`config.mk`:
```
export PLATFORM = sky130hd
export DESIGN_NAME = pipeline_tx
export DESIGN_NICKNAME = d
export VERILOG_FILES = /design/src/rtl/pipeline_tx.sv
export SDC_FILE = /design/constraint.sdc
export NUM_CORES = 2
export LEC_CHECK = 0
export BUFFER_PORTS_ARGS = -buffer_cell sky130_fd_sc_hd__buf_2
export CAP_MARGIN = 20
export CELL_PAD_IN_SITES_DETAIL_PLACEMENT = 0
export CELL_PAD_IN_SITES_GLOBAL_PLACEMENT = 2
export CORE_MARGIN = 4
export CORE_UTILIZATION = 25
export DETAILED_ROUTE_END_ITERATION = 10
export PLACE_DENSITY_LB_ADDON = 0.25
export SLEW_MARGIN = 20
export SYNTH_ARGS = -nofsm -noshare
export SYNTH_HDL_FRONTEND = slang
export SYNTH_SLANG_ARGS = --single-unit
```
`constraint.sdc`:
```
create_clock -name clk -period 5 [get_ports clk]
set_input_delay 0.75 -clock clk [delete_from_list [all_inputs] [get_ports clk]]
set_output_delay 0.75 -clock clk [all_outputs]
set_load 0.02 [all_outputs]
```
`src/rtl/pipeline_tx.sv`:
```
// Packet-to-beat transmitter: one INPUTS_NU-word packet goes out as INPUTS_NU/PORTS_NU beats, then GAP_CYC idle cycles.
// Optional PIPELINE_TX_STALL_EN adds a tx_stall input that freezes beat issue and the gap counter.
module pipeline_tx #(
    parameter int WORD_W    = 32,
    parameter int PORTS_NU  = 4,
    parameter int INPUTS_NU = 16,
    parameter int GAP_CYC   = 1,
    parameter int CNT_W     = 16
) (
    input  logic                        clk,
    input  logic                        rst,
    input  logic                        s_valid,
    output logic                        s_ready,
    input  logic [INPUTS_NU*WORD_W-1:0] s_data,
`ifdef PIPELINE_TX_STALL_EN
    input  logic                        tx_stall,
`endif
    output logic                        tx_en,
    output logic [PORTS_NU*WORD_W-1:0]  tx_data,
    output logic                        busy,
    output logic [CNT_W-1:0]            pkt_cnt
);

    localparam int BEATS     = INPUTS_NU / PORTS_NU;
    localparam int BEAT_W    = (BEATS > 1) ? $clog2(BEATS) : 1;
    localparam int BEAT_BITS = PORTS_NU * WORD_W;

    localparam logic [BEAT_W-1:0] LAST_BEAT = BEAT_W'(BEATS - 1);
    localparam logic [3:0]        GAP_LAST  = 4'(GAP_CYC - 1);

    localparam logic [1:0] IDLE = 2'd0;
    localparam logic [1:0] SEND = 2'd1;
    localparam logic [1:0] GAP  = 2'd2;

    logic [1:0]                  state;
    logic [BEAT_W-1:0]           beat_cnt;
    logic [BEAT_W-1:0]           next_beat;
    logic [3:0]                  gap_cnt;
    logic [INPUTS_NU*WORD_W-1:0] active_buf;
    logic [INPUTS_NU*WORD_W-1:0] pend_buf;
    logic                        pend_full;
    logic                        pend_full_nxt;
    logic [BEAT_BITS-1:0]        next_beat_data;
    logic                        stall;
    logic                        xfer;
    logic                        gap_done;
    logic                        take_pend;

`ifdef PIPELINE_TX_STALL_EN
    assign stall = tx_stall;
`else
    assign stall = 1'b0;
`endif

    assign xfer      = s_valid && s_ready;
    assign busy      = (state != IDLE);
    assign next_beat = beat_cnt + 1'b1;
    assign gap_done  = (state == GAP) && !stall && (gap_cnt == GAP_LAST);
    assign take_pend = gap_done && pend_full;

    // Pending slot is freed by the GAP->SEND move and refilled by any handshake outside IDLE.
    assign pend_full_nxt = (pend_full && !take_pend) || (xfer && (state != IDLE));

    always_comb begin
        next_beat_data = active_buf[int'(next_beat)*BEAT_BITS +: BEAT_BITS];
    end

    always_ff @(posedge clk) begin
        if (!rst) begin
            state      <= IDLE;
            beat_cnt   <= '0;
            gap_cnt    <= '0;
            active_buf <= '0;
            pend_buf   <= '0;
            pend_full  <= 1'b0;
            s_ready    <= 1'b0;
            tx_en      <= 1'b0;
            tx_data    <= '0;
            pkt_cnt    <= '0;
        end else begin
            pend_full <= pend_full_nxt;
            s_ready   <= !pend_full_nxt;
            if (xfer && (state != IDLE)) begin
                pend_buf <= s_data;
            end

            // beat_cnt always names the beat most recently put on tx_data.
            case (state)
                IDLE: begin
                    tx_en <= 1'b0;
                    if (xfer) begin
                        active_buf <= s_data;
                        tx_data    <= s_data[0 +: BEAT_BITS];
                        tx_en      <= 1'b1;
                        beat_cnt   <= '0;
                        state      <= SEND;
                        if (BEATS == 1) begin
                            pkt_cnt <= pkt_cnt + 1'b1;
                        end
                    end
                end
                SEND: begin
                    if (stall) begin
                        tx_en <= 1'b0;
                    end else if (beat_cnt == LAST_BEAT) begin
                        tx_en   <= 1'b0;
                        gap_cnt <= '0;
                        state   <= GAP;
                    end else begin
                        tx_en    <= 1'b1;
                        tx_data  <= next_beat_data;
                        beat_cnt <= next_beat;
                        if (next_beat == LAST_BEAT) begin
                            pkt_cnt <= pkt_cnt + 1'b1;
                        end
                    end
                end
                GAP: begin
                    tx_en <= 1'b0;
                    if (!stall) begin
                        if (gap_cnt == GAP_LAST) begin
                            if (pend_full) begin
                                active_buf <= pend_buf;
                                tx_data    <= pend_buf[0 +: BEAT_BITS];
                                tx_en      <= 1'b1;
                                beat_cnt   <= '0;
                                state      <= SEND;
                                if (BEATS == 1) begin
                                    pkt_cnt <= pkt_cnt + 1'b1;
                                end
                            end else begin
                                state <= IDLE;
                            end
                        end else begin
                            gap_cnt <= gap_cnt + 1'b1;
                        end
                    end
                end
                default: begin
                    tx_en <= 1'b0;
                    state <= IDLE;
                end
            endcase
        end
    end

endmodule

```
Word-level counts from Yosys, hierarchy flattened
Index checks and enable logic that the tools add are counted.
Storage, ports and cells
  flip-flop bits (word level): 1179
  memory bits (writable): 0
  output and inout bits: 147
  bits in read-only memories: 0
  word-level logic and storage cells: 71
  bits of input ports: 515
  bits in latches: 0
  memories kept: 0
Cells by class
  add/sub/neg operators: 3
  div/mod/pow operators: 0
  order comparisons: 0
  equality and inequality tests: 10
  multiplexer cells: 27
  bitwise operators: 1
  multipliers: 0
  reductions and logical operators: 19
  shifts and indexed selects: 1
Operator list (number)
  2-to-1 mux 512 bit: 3
  case mux 512 bit (2 select lines): 1
  2-to-1 mux 128 bit: 4
  indexed part select 512 x 10 -> 128 bit: 1
  case mux 128 bit (3 select lines): 1
  adder 16 x 1 -> 16 bit (second input constant): 1
  2-to-1 mux 2 bit: 7
  case mux 2 bit (3 select lines): 2
  != test 2 bit (second input constant): 5
  AND reduction 3 bit: 3
  2-to-1 mux 4 bit: 2
  case mux 4 bit (2 select lines): 1
  equality test 2 bit (second input constant): 3
  nonzero test 2 bit: 3
  logical AND 1 bit: 5
  2-to-1 mux 1 bit: 5
  AND reduction 5 bit: 1
  adder 4 x 1 -> 4 bit (second input constant): 1
  logical NOT 4 bit: 1
  AND reduction 4 bit: 1
  case mux 1 bit (3 select lines): 1
  nonzero test 3 bit: 1
  adder 2 x 1 -> 2 bit (second input constant): 1
  equality test 2 x 1 -> 1 bit (second input constant): 1
  5 further kinds: 6

Longest topological paths before layout
  depth in word-level cells: 7
  mapped depth: 11
  mapped depth without buffers: 6

Least setup slack after synthesis
No wires, ideal clock.
  kind: register to register
  start: reg beat_cnt[0]
  end: reg tx_data[46]
  setup time: 0.121 ns
  slack: 2.548 ns
  clock period less this slack: 2.452 ns
  path buffers: 5
  stages on the path, launching flop included: 12
  required time: 4.879 ns
  arrival: 2.331 ns
  path through: dfxtp_1 clkbuf_1 buf_2 buf_2 inv_1 ha_1 nand2b_1 clkbuf_1 clkbuf_1 o22ai_1 nor2_1 o21ai_0
On the way
  longest elaborated chain between the ends: 4
  elaborated cells between the ends (all ways): 7
  classes of those cells: add/sub: 1; eq/ne: 2; shift: 1; mux: 2; reduce/logical: 1
Ends and longest elaborated chain
  from (decl): RTL line 36  | logic [BEAT_W-1:0] beat_cnt;
  from (signal assigned): RTL line 112  | beat_cnt <= next_beat;
  adder 2 x 1 -> 2 bit: RTL line 57  | assign next_beat = beat_cnt + 1'b1;
  indexed part select 512 x 10 -> 128 bit: RTL line 65  | next_beat_data = active_buf[int'(next_beat)*BEAT_BITS +: BEAT_BITS];
  2-to-1 mux 128 bit: RTL line 105  | end else if (beat_cnt == LAST_BEAT) begin
  case mux 128 bit (3 select lines): RTL line 88  | case (state)
  to (signal assigned): RTL line 93  | tx_data <= s_data[0 +: BEAT_BITS];
  to (signal assigned): RTL line 111  | tx_data <= next_beat_data;
  to (signal assigned): RTL line 124  | tx_data <= pend_buf[0 +: BEAT_BITS];
  to (decl): RTL line 19  | output logic [PORTS_NU*WORD_W-1:0] tx_data,
Several ways; a longest one is shown, not always the timed one. The select of a mux whose other input is x is not followed.
A chain may end at the register's enable or synchronous reset.

Worst setup path after layout
  start: reg state[0]
  end: reg active_buf[477]
On the way
  longest elaborated chain between the ends: 3
  elaborated cells between the ends (all ways): 8
  classes of those cells: eq/ne: 4; mux: 1; reduce/logical: 3
Ends and longest elaborated chain
  from (decl): RTL line 35  | logic [1:0] state;
  from (signal assigned): RTL line 70  | state <= IDLE;
  from (signal assigned): RTL line 96  | state <= SEND;
  from (signal assigned): RTL line 108  | state <= GAP;
  equality test 2 bit or logical NOT 2 bit (tied branches): RTL line 88
  != test 2 x 1 -> 1 bit (no source line) (tied with other cells)
  AND reduction 4 bit (no source line)
  to (signal assigned): RTL line 92  | active_buf <= s_data;
  to (signal assigned): RTL line 123  | active_buf <= pend_buf;
  to (decl): RTL line 39  | logic [INPUTS_NU*WORD_W-1:0] active_buf;
Several ways; a longest one is shown, not always the timed one.

==> implementation parameters <==
Parameter                              Value

Run status
  Status ... complete, no violations

Synth
  Area share of the leading cell type in the synthesized netlist ... 46.51%
  Number of distinct library cells after synthesis ... 38
  Proportion of synthesized flip-flops having asynchronous set or reset ... 0%
  Post-synth EDFFs ... 0
  Post-synthesis instance total ... 6,100
  Number of nets in the synthesized netlist ... 6,624
  Synthesized flop and latch total ... 1,179
  Part of the Yosys area used for sequential elements ... 46.51%
  Post-synth top area cell ... dfxtp_1
  Number of synthesis warnings ... 0
  Synth area leaders ... dfxtp_1, mux2i_1, nand2_1, a211oi_1, a21oi_1
  Predominant post-synthesis flop cell ... dfxtp_1
  Area of the mapped netlist ... 0.05075 mm²
  Per-instance average area after synthesis ... 8.319 µm²
  Dominant cell by count in the synthesized netlist ... nand2_1
  Post-synth top cells ... nand2_1, dfxtp_1, nor2_1

Pwr
  Fraction of power consumed by sequential logic ... 40.3%
  Clock network fraction of design power ... 34.4%
  Power per unit of standard cell area ... 506.6 mW/mm²
  Leakage power of the design ... 20.47 nW
  Combinational cell fraction of total power ... 25.3%
  Net load switching power ... 10.85 mW
  Internal power ... 20.06 mW
  Sw Ratio ... 35.09%
  IR Drop Worst-Case VDD ... 0.0003558 V

Routing
  Highest routed metal layer ... met5
  Routed wire per std cell ... 21.22 µm
  Met2 routed wirelength ... 92.15 mm
  TritonRoute pass-1 iters ... 8
  Post-Route M1 WL ... 89.98 mm
  Average vias per placed instance ... 4.790
  Number of routed nets with antenna violations ... 0
  Residual DRC count ... 0
  Final wirelength ... 196.1 mm
  Initial DRC Count ... 2,465
  Sum of met3 wire segment lengths after detailed routing ... 8.566 mm
  Via count ... 44,260

Timing
  Period minus WS final ... 3089 ps
  Worst-Margin Slew ... 1115 ps
  Hold Fails Final Rpt ... 0
  Setup violation total in the final timing report ... 0
  Worst slew slack as a fraction of its limit ... 25.70%
  Final-report max-slew violation count ... 0
  Final setup skew ... 45.63 ps
  Setup Total Neg Slack ... 0 ps
  Final clock period utilization by the worst path ... 61.77%
  Peak clock frequency supported by timing ... 0.3238 GHz
  RSZ-0062 raised after global routing ... no

Cells and area
  Post-route cell area ... 0.06101 mm²
  Share of cells above drive strength 1 ... 14.63%
  Post-layout nets ... 6,946
  Number of inserted filler cells in the final layout ... 21,490
  Non-filler instance count after layout ... 9,241
  Area growth syn-to-layout ... 20.23%

Setup path
  Critical-path maximum fanout ... 60
  Logic depth of the worst register-to-register path ... 6
  Worst R2R End ... active_buf[477]
  Sequence of cells on the critical path ... inv_1 -> ha_4 -> buf_4 -> buf_4 -> mux2i_1 -> a211oi_1
  Dominant delay contributor by cell family on the critical path ... buffers and inverters
  Worst setup SP type ... flip-flop
  Worst reg2reg setup slack ... 1910 ps
  CP Buf/Inv Count ... 3
  Type of element capturing the critical path ... flip-flop
  Arrival time of data at the critical path endpoint ... 3770 ps
  Maximum cell stage delay along the critical path ... 800 ps
  Master of the slowest instance on the critical path ... buf_4
  Kind of critical path ... reg2reg
  Worst path required time ... 5690 ps
  Worst reg2reg path startpoint ... state[0]
  Most frequent CP cell ... buf_4

Global routing
  Overflow left after global routing ... 0
  Global-route total usage across every layer ... 17.94%
  Global-route wire length before repair ... 288.2 mm
  Vias in the first global route ... 41,700
  Antenna violations before repair ... 90
  Largest net degree at the start of global routing ... 215

Hold path
  Hold-critical path depth ... 3
  Worst hold endpoint ... pend_buf[275]
  Hold Startpoint ... s_data[275]
  Hold Crit Class ... in2reg

Die
  Floorplan die area ... 0.2103 mm²
  Placeable core region ... 0.2021 mm²
  Starting Density ... 25.11%
  Row cnt ... 165
  # IOs ... 662
  Chip Width ... 458.5 µm
  Vertical die dimension ... 458.5 µm

Clock tree
  Number of sinks on the clock net ... 1,179
  Cts hold-fix bufs ... 0
  Inserted Clock Buffers ... 150
  Clock latency reported for the late side of the worst-skew pair ... 800 ps
  Clock input transition at the sequential cells of the worst setup and hold paths ... 60 ps
  Number of gates given a new drive strength after cts ... 0
  Number of H-tree levels ... 4
  Maximum clock path buffer count ... 3
  Clock tree from TritonCTS ... yes
  Clock tree root buffer cell ... clkbuf_16
  Buffers inserted by post-CTS timing repair ... 0

Placement
  Cell Count Post-Placement ... 8,942
  Detailed placer's ending HPWL ... 123.4 mm
  IO buf count ... 661
  Routability cong. ... 0.7718
  Post-DP Area ... 0.05612 mm²

Flow run
  Max-cap check violation count ... 0
## metrics by stage
stage               setup WS, ps  power [mW]  hold slack, ps  util (%)
global route                1643       32.88           126.9     30.17
finish                      1911       30.91           193.2     30.19
CTS                         1866       31.53           96.98     30.15
floorplan                   2548       17.58           436.0         -
detailed placement          1862       20.64           446.1     27.77
global placement            1949       20.53           440.6     27.77
## power by group through the flow
stage               Clock, mW  Sequential, mW  Combinational (mW)
finish                   10.6            12.5                7.82
CTS                      11.1            12.5                7.98
global route             11.4            12.7                8.77
global placement            0            12.6                7.89
detailed placement          0            12.7                7.97
floorplan                   0            12.6                4.99
## registers in the layout (all words and copies together) (netlist names)
register and count:
beat_cnt 2, tx_data 128, pend_full 1, active_buf 512
pend_buf 512, tx_en 1, s_ready 1, state 2
gap_cnt 4, pkt_cnt 16
## routing by layer
metal  vias to the layer above  GRT usage (%)
met5                         -              0
met4                         6          5.286
met3                       314          3.277
met2                       965          29.44
met1                     21030          23.96
li1                      21950              -
## layout make-up
cell class                 instances  area (µm²)  share of cell area, %
inverter                          12       52.55                0.08613
clock buffer                     228        4328                  7.093
multi-input combinational       4350       24920                  40.83
tap                             2672        3343                  5.479
clock inverter                    37       480.5                 0.7874
antenna                           34       85.08                 0.1394
sequential                      1179       23610                  38.69
timing repair buffer             729        4204                  6.890
## worst max path at each step
stage	startpoint	endpoint	slack, ps	depth (start not counted)
floorplan	beat_cnt[0]	tx_data[46]	2550	11
global placement	beat_cnt[0]	tx_data[47]	1950	7
detailed placement	state[0]	active_buf[105]	1860	6
CTS	state[0]	active_buf[105]	1870	6
global route	state[0]	active_buf[105]	1640	6
finish	state[0]	active_buf[477]	1910	6
## layout by cell type, fill, tap and decap left out, types with 19 or more instances in the layout
cell type     n
nand2_1    1293
dfxtp_1    1178
nor2_1      662
buf_2       660
mux2i_1     641
a21oi_1     520
a211oi_1    386
clkbuf_16   151
nand3_1     136
o21ai_0     130
nand2b_1    130
o22ai_1     128
o211ai_1    128
a311oi_1    128
clkbuf_1     51
buf_4        38
diode_2      34
buf_12       30
clkbuf_8     26
clkinv_2     19
## kinds of logic after synthesis
logic type | after synthesis | synth area share (%)
fa+ha+maj | 9 | 0.2219
buf+inv | 571 | 4.564
compound gates | 1434 | 18.02
mux | 641 | 12.64
flops | 1179 | 46.51
simple gates | 2251 | 17.78
xor+xnor | 15 | 0.2589
## worst reg2reg max path: cells and delay by family, from the launching register on
kind	cells	cell delay, ps
AOI/OAI and AO/OA	1	290
DFF	1	340
muxes	1	240
adders and majority gates	1	370
buffers and inverters	3	1740
Power figures use the tool's default switching activity.
